--- config.mk ---
export PLATFORM = sky130hd
export DESIGN_NAME = vlog_rr_arb_fsm
export DESIGN_NICKNAME = d
export VERILOG_FILES = /design/src/rtl/vlog_rr_arb_fsm.sv
export SDC_FILE = /design/constraint.sdc
export NUM_CORES = 1
export LEC_CHECK = 0
export CAP_MARGIN = 20
export CORE_ASPECT_RATIO = 1.4
export CORE_MARGIN = 1
export CORE_UTILIZATION = 47
export CTS_BUF_LIST = sky130_fd_sc_hd__clkbuf_4
export CTS_CLUSTER_DIAMETER = 120
export DETAILED_ROUTE_END_ITERATION = 7
export DONT_BUFFER_PORTS = 1
export PLACE_DENSITY_LB_ADDON = 0.12
export SLEW_MARGIN = 20
export SYNTH_ARGS = -nofsm -noshare
export SYNTH_HDL_FRONTEND = slang
export SYNTH_SLANG_ARGS = --single-unit
--- constraint.sdc ---
create_clock -name clock -period 2.2 [get_ports clock]
set_input_delay 0.22 -clock clock [delete_from_list [all_inputs] [get_ports clock]]
set_output_delay 0.22 -clock clock [all_outputs]
set_load 0.03 [all_outputs]
--- src/rtl/vlog_rr_arb_fsm.sv ---
// N-channel request/grant arbiter: round-robin or fixed priority, with an optional hold limit.
// Latency: one edge from sampled request to visible grant; at least one idle cycle between grants.
// Backpressure: a grant is held while its request stays high, unless the hold limit preempts it.
module vlog_rr_arb_fsm #(
    parameter  int N_REQ    = 4,
    parameter  int MODE     = 0,
    parameter  int MAX_HOLD = 8,
    localparam int IDW      = $clog2(N_REQ)
) (
    input  logic             clock,
    input  logic             reset,
    input  logic [N_REQ-1:0] req,
    output logic [N_REQ-1:0] gnt,
    output logic [IDW-1:0]   gnt_id,
    output logic             busy,
    output logic             preempt
);

    localparam logic [1:0] ST_IDLE  = 2'b00;
    localparam logic [1:0] ST_GRANT = 2'b01;
    localparam bit         HOLD_EN  = (MAX_HOLD != 0);
    localparam logic [7:0] HOLD_LIM = 8'(MAX_HOLD);
    localparam logic [7:0] HOLD_SAT = 8'hFF;

    logic [1:0]       state_q,   state_d;
    logic [N_REQ-1:0] gnt_q,     gnt_d;
    logic [IDW-1:0]   gnt_id_q,  gnt_id_d;
    logic [IDW-1:0]   last_q,    last_d;
    logic [7:0]       hold_q,    hold_d;
    logic             preempt_q, preempt_d;

    logic [IDW-1:0]   winner;
    logic             holder_req;
    logic             others_req;
    logic             limit_hit;

    // First set request scanning last+1, last+2, ... with wrap-around.
    function automatic logic [IDW-1:0] pick_rr(input logic [N_REQ-1:0] r,
                                               input logic [IDW-1:0]   last);
        logic [IDW-1:0] w;
        int             idx;
        w = '0;
        for (int i = N_REQ; i >= 1; i--) begin
            idx = (int'(last) + i) % N_REQ;
            if (r[idx]) begin
                w = IDW'(idx);
            end
        end
        return w;
    endfunction

    function automatic logic [IDW-1:0] pick_fixed(input logic [N_REQ-1:0] r);
        logic [IDW-1:0] w;
        w = '0;
        for (int i = N_REQ - 1; i >= 0; i--) begin
            if (r[i]) begin
                w = IDW'(i);
            end
        end
        return w;
    endfunction

    always_ff @(posedge clock) begin
        if (reset) begin
            state_q   <= ST_IDLE;
            gnt_q     <= '0;
            gnt_id_q  <= '0;
            last_q    <= IDW'(N_REQ - 1);
            hold_q    <= '0;
            preempt_q <= 1'b0;
        end else begin
            state_q   <= state_d;
            gnt_q     <= gnt_d;
            gnt_id_q  <= gnt_id_d;
            last_q    <= last_d;
            hold_q    <= hold_d;
            preempt_q <= preempt_d;
        end
    end

    always_comb begin
        winner     = (MODE == 1) ? pick_fixed(req) : pick_rr(req, last_q);
        holder_req = |(req & gnt_q);
        others_req = |(req & ~gnt_q);
        // Compared with >= so a late second requester still preempts a saturated holder.
        limit_hit  = HOLD_EN && (hold_q >= HOLD_LIM);

        state_d    = state_q;
        gnt_d      = gnt_q;
        gnt_id_d   = gnt_id_q;
        last_d     = last_q;
        hold_d     = hold_q;
        preempt_d  = 1'b0;

        case (state_q)
            ST_IDLE: begin
                gnt_d    = '0;
                gnt_id_d = '0;
                if (|req) begin
                    state_d  = ST_GRANT;
                    gnt_d    = {{(N_REQ-1){1'b0}}, 1'b1} << winner;
                    gnt_id_d = winner;
                    last_d   = winner;
                    hold_d   = 8'd1;
                end
            end
            ST_GRANT: begin
                if (!holder_req) begin
                    state_d  = ST_IDLE;
                    gnt_d    = '0;
                    gnt_id_d = '0;
                    hold_d   = '0;
                end else if (limit_hit && others_req) begin
                    state_d   = ST_IDLE;
                    gnt_d     = '0;
                    gnt_id_d  = '0;
                    hold_d    = '0;
                    preempt_d = 1'b1;
                end else if (hold_q != HOLD_SAT) begin
                    hold_d = hold_q + 8'd1;
                end
            end
            default: begin
                state_d  = ST_IDLE;
                gnt_d    = '0;
                gnt_id_d = '0;
                hold_d   = '0;
            end
        endcase
    end

    always_comb begin
        gnt     = gnt_q;
        gnt_id  = gnt_id_q;
        busy    = |gnt_q;
        preempt = preempt_q;
    end

endmodule

==> results.md <==
* Layout cell share with drive strength beyond 1 at 0.122
* Die Height at 56.6 µm
* Finish-stage setup viols at 0
* # IOs at 14
* Met3 wire len at 74 µm
* Via density at 6.28
* Compound-Gate Fraction of Synth Area at 0.294
* RSZ-0062 raised after global routing: no
* CTS tree: done
* GPL Wtd Cong at 0.783
* Final period utilization at 0.886
* Startpoint Class: register
* Root cell of the clock tree: clkbuf_4
* # resized after CTS at 0
* Largest family of logic cells by synthesized area: compound AO/OA/AOI/OAI gates
* Starting Density at 0.507
* Critical-path maximum fanout at 12
* Tmin final at 1.95 ns
* Nets at 132
* Status: complete, no violations
* Crit path DAT at 2.16 ns
* M1 WL at 864 µm
* Global Route Usage Sum at 0.207
* P_leak at 0.355 nW
* CP Cell Sequence: a22o_1 -> nor2_2 -> a2111oi_4 -> buf_4 -> or4_1 -> a21oi_1
* Syn Nets at 125
* Global route overflow at 0
* # DRC at 0
* Hpwl dp at 1610 µm
* First-pass GRT wire length at 3380 µm
* Pwr Density at 612 nW/µm²
* Final worst setup slack at 0.251 ns
* Simple-gate portion of the synthesized area at 0.270
* Total negative setup slack at 0 ns
* Slowest CP cell: dfxtp_1
* Core footprint at 1970 µm²
* DR iter-0 viols at 18
* Via count at 904
* IO buf count at 0
* R2R setup slack at 0.25 ns
* Average wire per standard cell at 14.8 µm
* Worst-Skew Late Latency at 0.29 ns
* Syn Inst Count at 117
* Routed wl met2 at 1140 µm
* Vias in the first global route at 829
* Yosys cell types at 39
* Synth warn at 0
* Site row count at 19
* Num CTS Buffers at 3
* Synth area leader: dfxtp_1
* H-Tree Depth at 1
* Largest net degree at the start of global routing at 16
* Post-synthesis area per instance at 8.56 µm²
* CTS clk-pin slew, worst paths at 0.11 ns
* Final Hold Viols at 0
* Antenna Nets Post-Route at 0
* Max Buffers Root-to-Sink at 2
* N_diodes at 0
* Final Max Tran Viols at 0
* Synth top area cells: dfxtp_1 36%, a21oi_1 5.5%, or4_1 4.5%
* Cell area after synthesis at 1000 µm²
* Final wirelength at 2130 µm
* Worst-margin pin slew at 0.516 ns
* Mux share of post-synthesis cell area at 0
* Flops & latches, synth at 18
* Crit end category: register
* Clock skew at 0.0158 ns
* Die Width at 41 µm
* Initial antenna violation count at 0
* Total clock sinks at 18
* Worst slew margin at 0.654
* Xor/xnor share of the synthesized area at 0
* Max Cap Violations at 0
* Max layer used: met4
* FMAX at 513 MHz
* Worst hold path type: input port to register
* Sequential area share after synthesis at 0.360
* Peak VDD IR at 0.316 mV
* Post-Synth Adder-Cell Area at 0.0250
* Die ar. at 2320 µm²
* Top-area cell type share of the netlist area at 0.360
* First-pass DRT Iterations at 4
* Area growth, synth to finish at 7.50%
* Largest stage delay, worst path at 0.47 ns
* Worst Setup Path Type: register to register
* Setup slack after placement at 0.299 ns
* CP Data Required Time at 2.41 ns
==> power breakdown <==
part	internal [mW]	switching [mW]	leakage [nW]
clock	0.0658	0.0973	0.0154
combinational	0.0502	0.0739	0.192
sequential	0.343	0.0284	0.147
==> cells in the final DEF, fill, tap and decap left out, drive strengths merged, types with 5 or more instances in the layout <==
master / n
nand2b: 5
inv: 7
dfxtp: 18
or4: 6
a21oi: 12
o31ai: 5
o21ai: 9
nor2: 11
nand2: 6
buf: 5
==> what timing repair did <==
item,in CTS,in global routing
hold buffers,1,0
setup buffers,0,0
endpoints found under the hold margin,9,0
endpoints found under the setup margin,0,0
==> per-layer routing <==
layer	track usage	vias up
li1	-	454
met1	0.229	427
met2	0.348	17
met3	0.0277	6
met4	0.110	0
met5	0	-
==> logic make-up after synthesis <==
kind of cell    after synthesis
flops                        18
compound gates               39
buf+inv                      11
simple gates                 47
fa+ha+maj                     2
==> synthesized netlist by cell type <==
cell type / number
nand3b_1: 2
nand3_1: 3
nor2b_1: 1
o211ai_1: 1
buf_6: 1
a22oi_1: 1
nor2_2: 1
o21a_1: 1
nor2_1: 10
o31ai_1: 5
nor3_1: 3
a2111oi_4: 1
o21ai_1: 3
nand2_1: 6
a21oi_1: 11
a2bb2oi_1: 1
or4_1: 6
a211oi_1: 1
nor4_2: 1
a21oi_2: 1
o221ai_1: 1
o21ai_0: 6
nand4bb_1: 1
o311a_1: 1
nand2b_1: 5
ha_1: 2
inv_1: 6
o2111ai_4: 1
or3_1: 3
nand4_1: 3
buf_2: 2
a22o_1: 2
and2_4: 1
dfxtp_1: 18
and2_1: 1
buf_1: 1
a221o_1: 1
a32oi_1: 1
inv_2: 1
==> cell type report <==
type	instances	area, µm²
fillers	198	897
multi-input cells	88	589
flip-flops and latches	18	360
repair buffers	6	47.5
inverters	7	26.3
well taps	21	26.3
clock buffers	3	22.5
clock inverters	1	3.75
==> metrics by stage <==
step	total power [mW]	hold slack [ns]	std cells	instance area, µm²	utilization
floorplan	0.475	0.460	117	1000	-
global placement	0.500	0.291	139	1040	0.527
detailed placement	0.501	0.294	139	1040	0.527
CTS	0.668	0.0904	144	1080	0.545
global route	0.697	0.104	144	1080	0.545
finish	0.659	0.0997	144	1080	0.545
==> worst max-delay path: cells and delay by family, from the launching register on <==
kind                   cells  cell delay, ns
and+or+nand+nor            2            0.66
buffers and inverters      1            0.20
DFF                        1            0.47
AOI/OAI and AO/OA          3            0.54
==> worst paths after layout <==
| kind | start | endpoint | cells past startpoint |
|---|---|---|---|
| min reg2reg | gnt[2] | gnt[2] | 2 |
| max reg2reg | gnt[1] | hold_q[6] | 6 |
| max | gnt[1] | hold_q[6] | 6 |
| min | reset | last_q[0] | 2 |
==> registers in the layout, summed over array words and instances, names as in the netlist <==
| signal | count |
|---|---|
| gnt | 4 |
| gnt_id | 2 |
| hold_q | 8 |
| last_q | 2 |
| preempt | 1 |
| state_q | 1 |
Note: power is estimated with default switching activity, not from simulation.
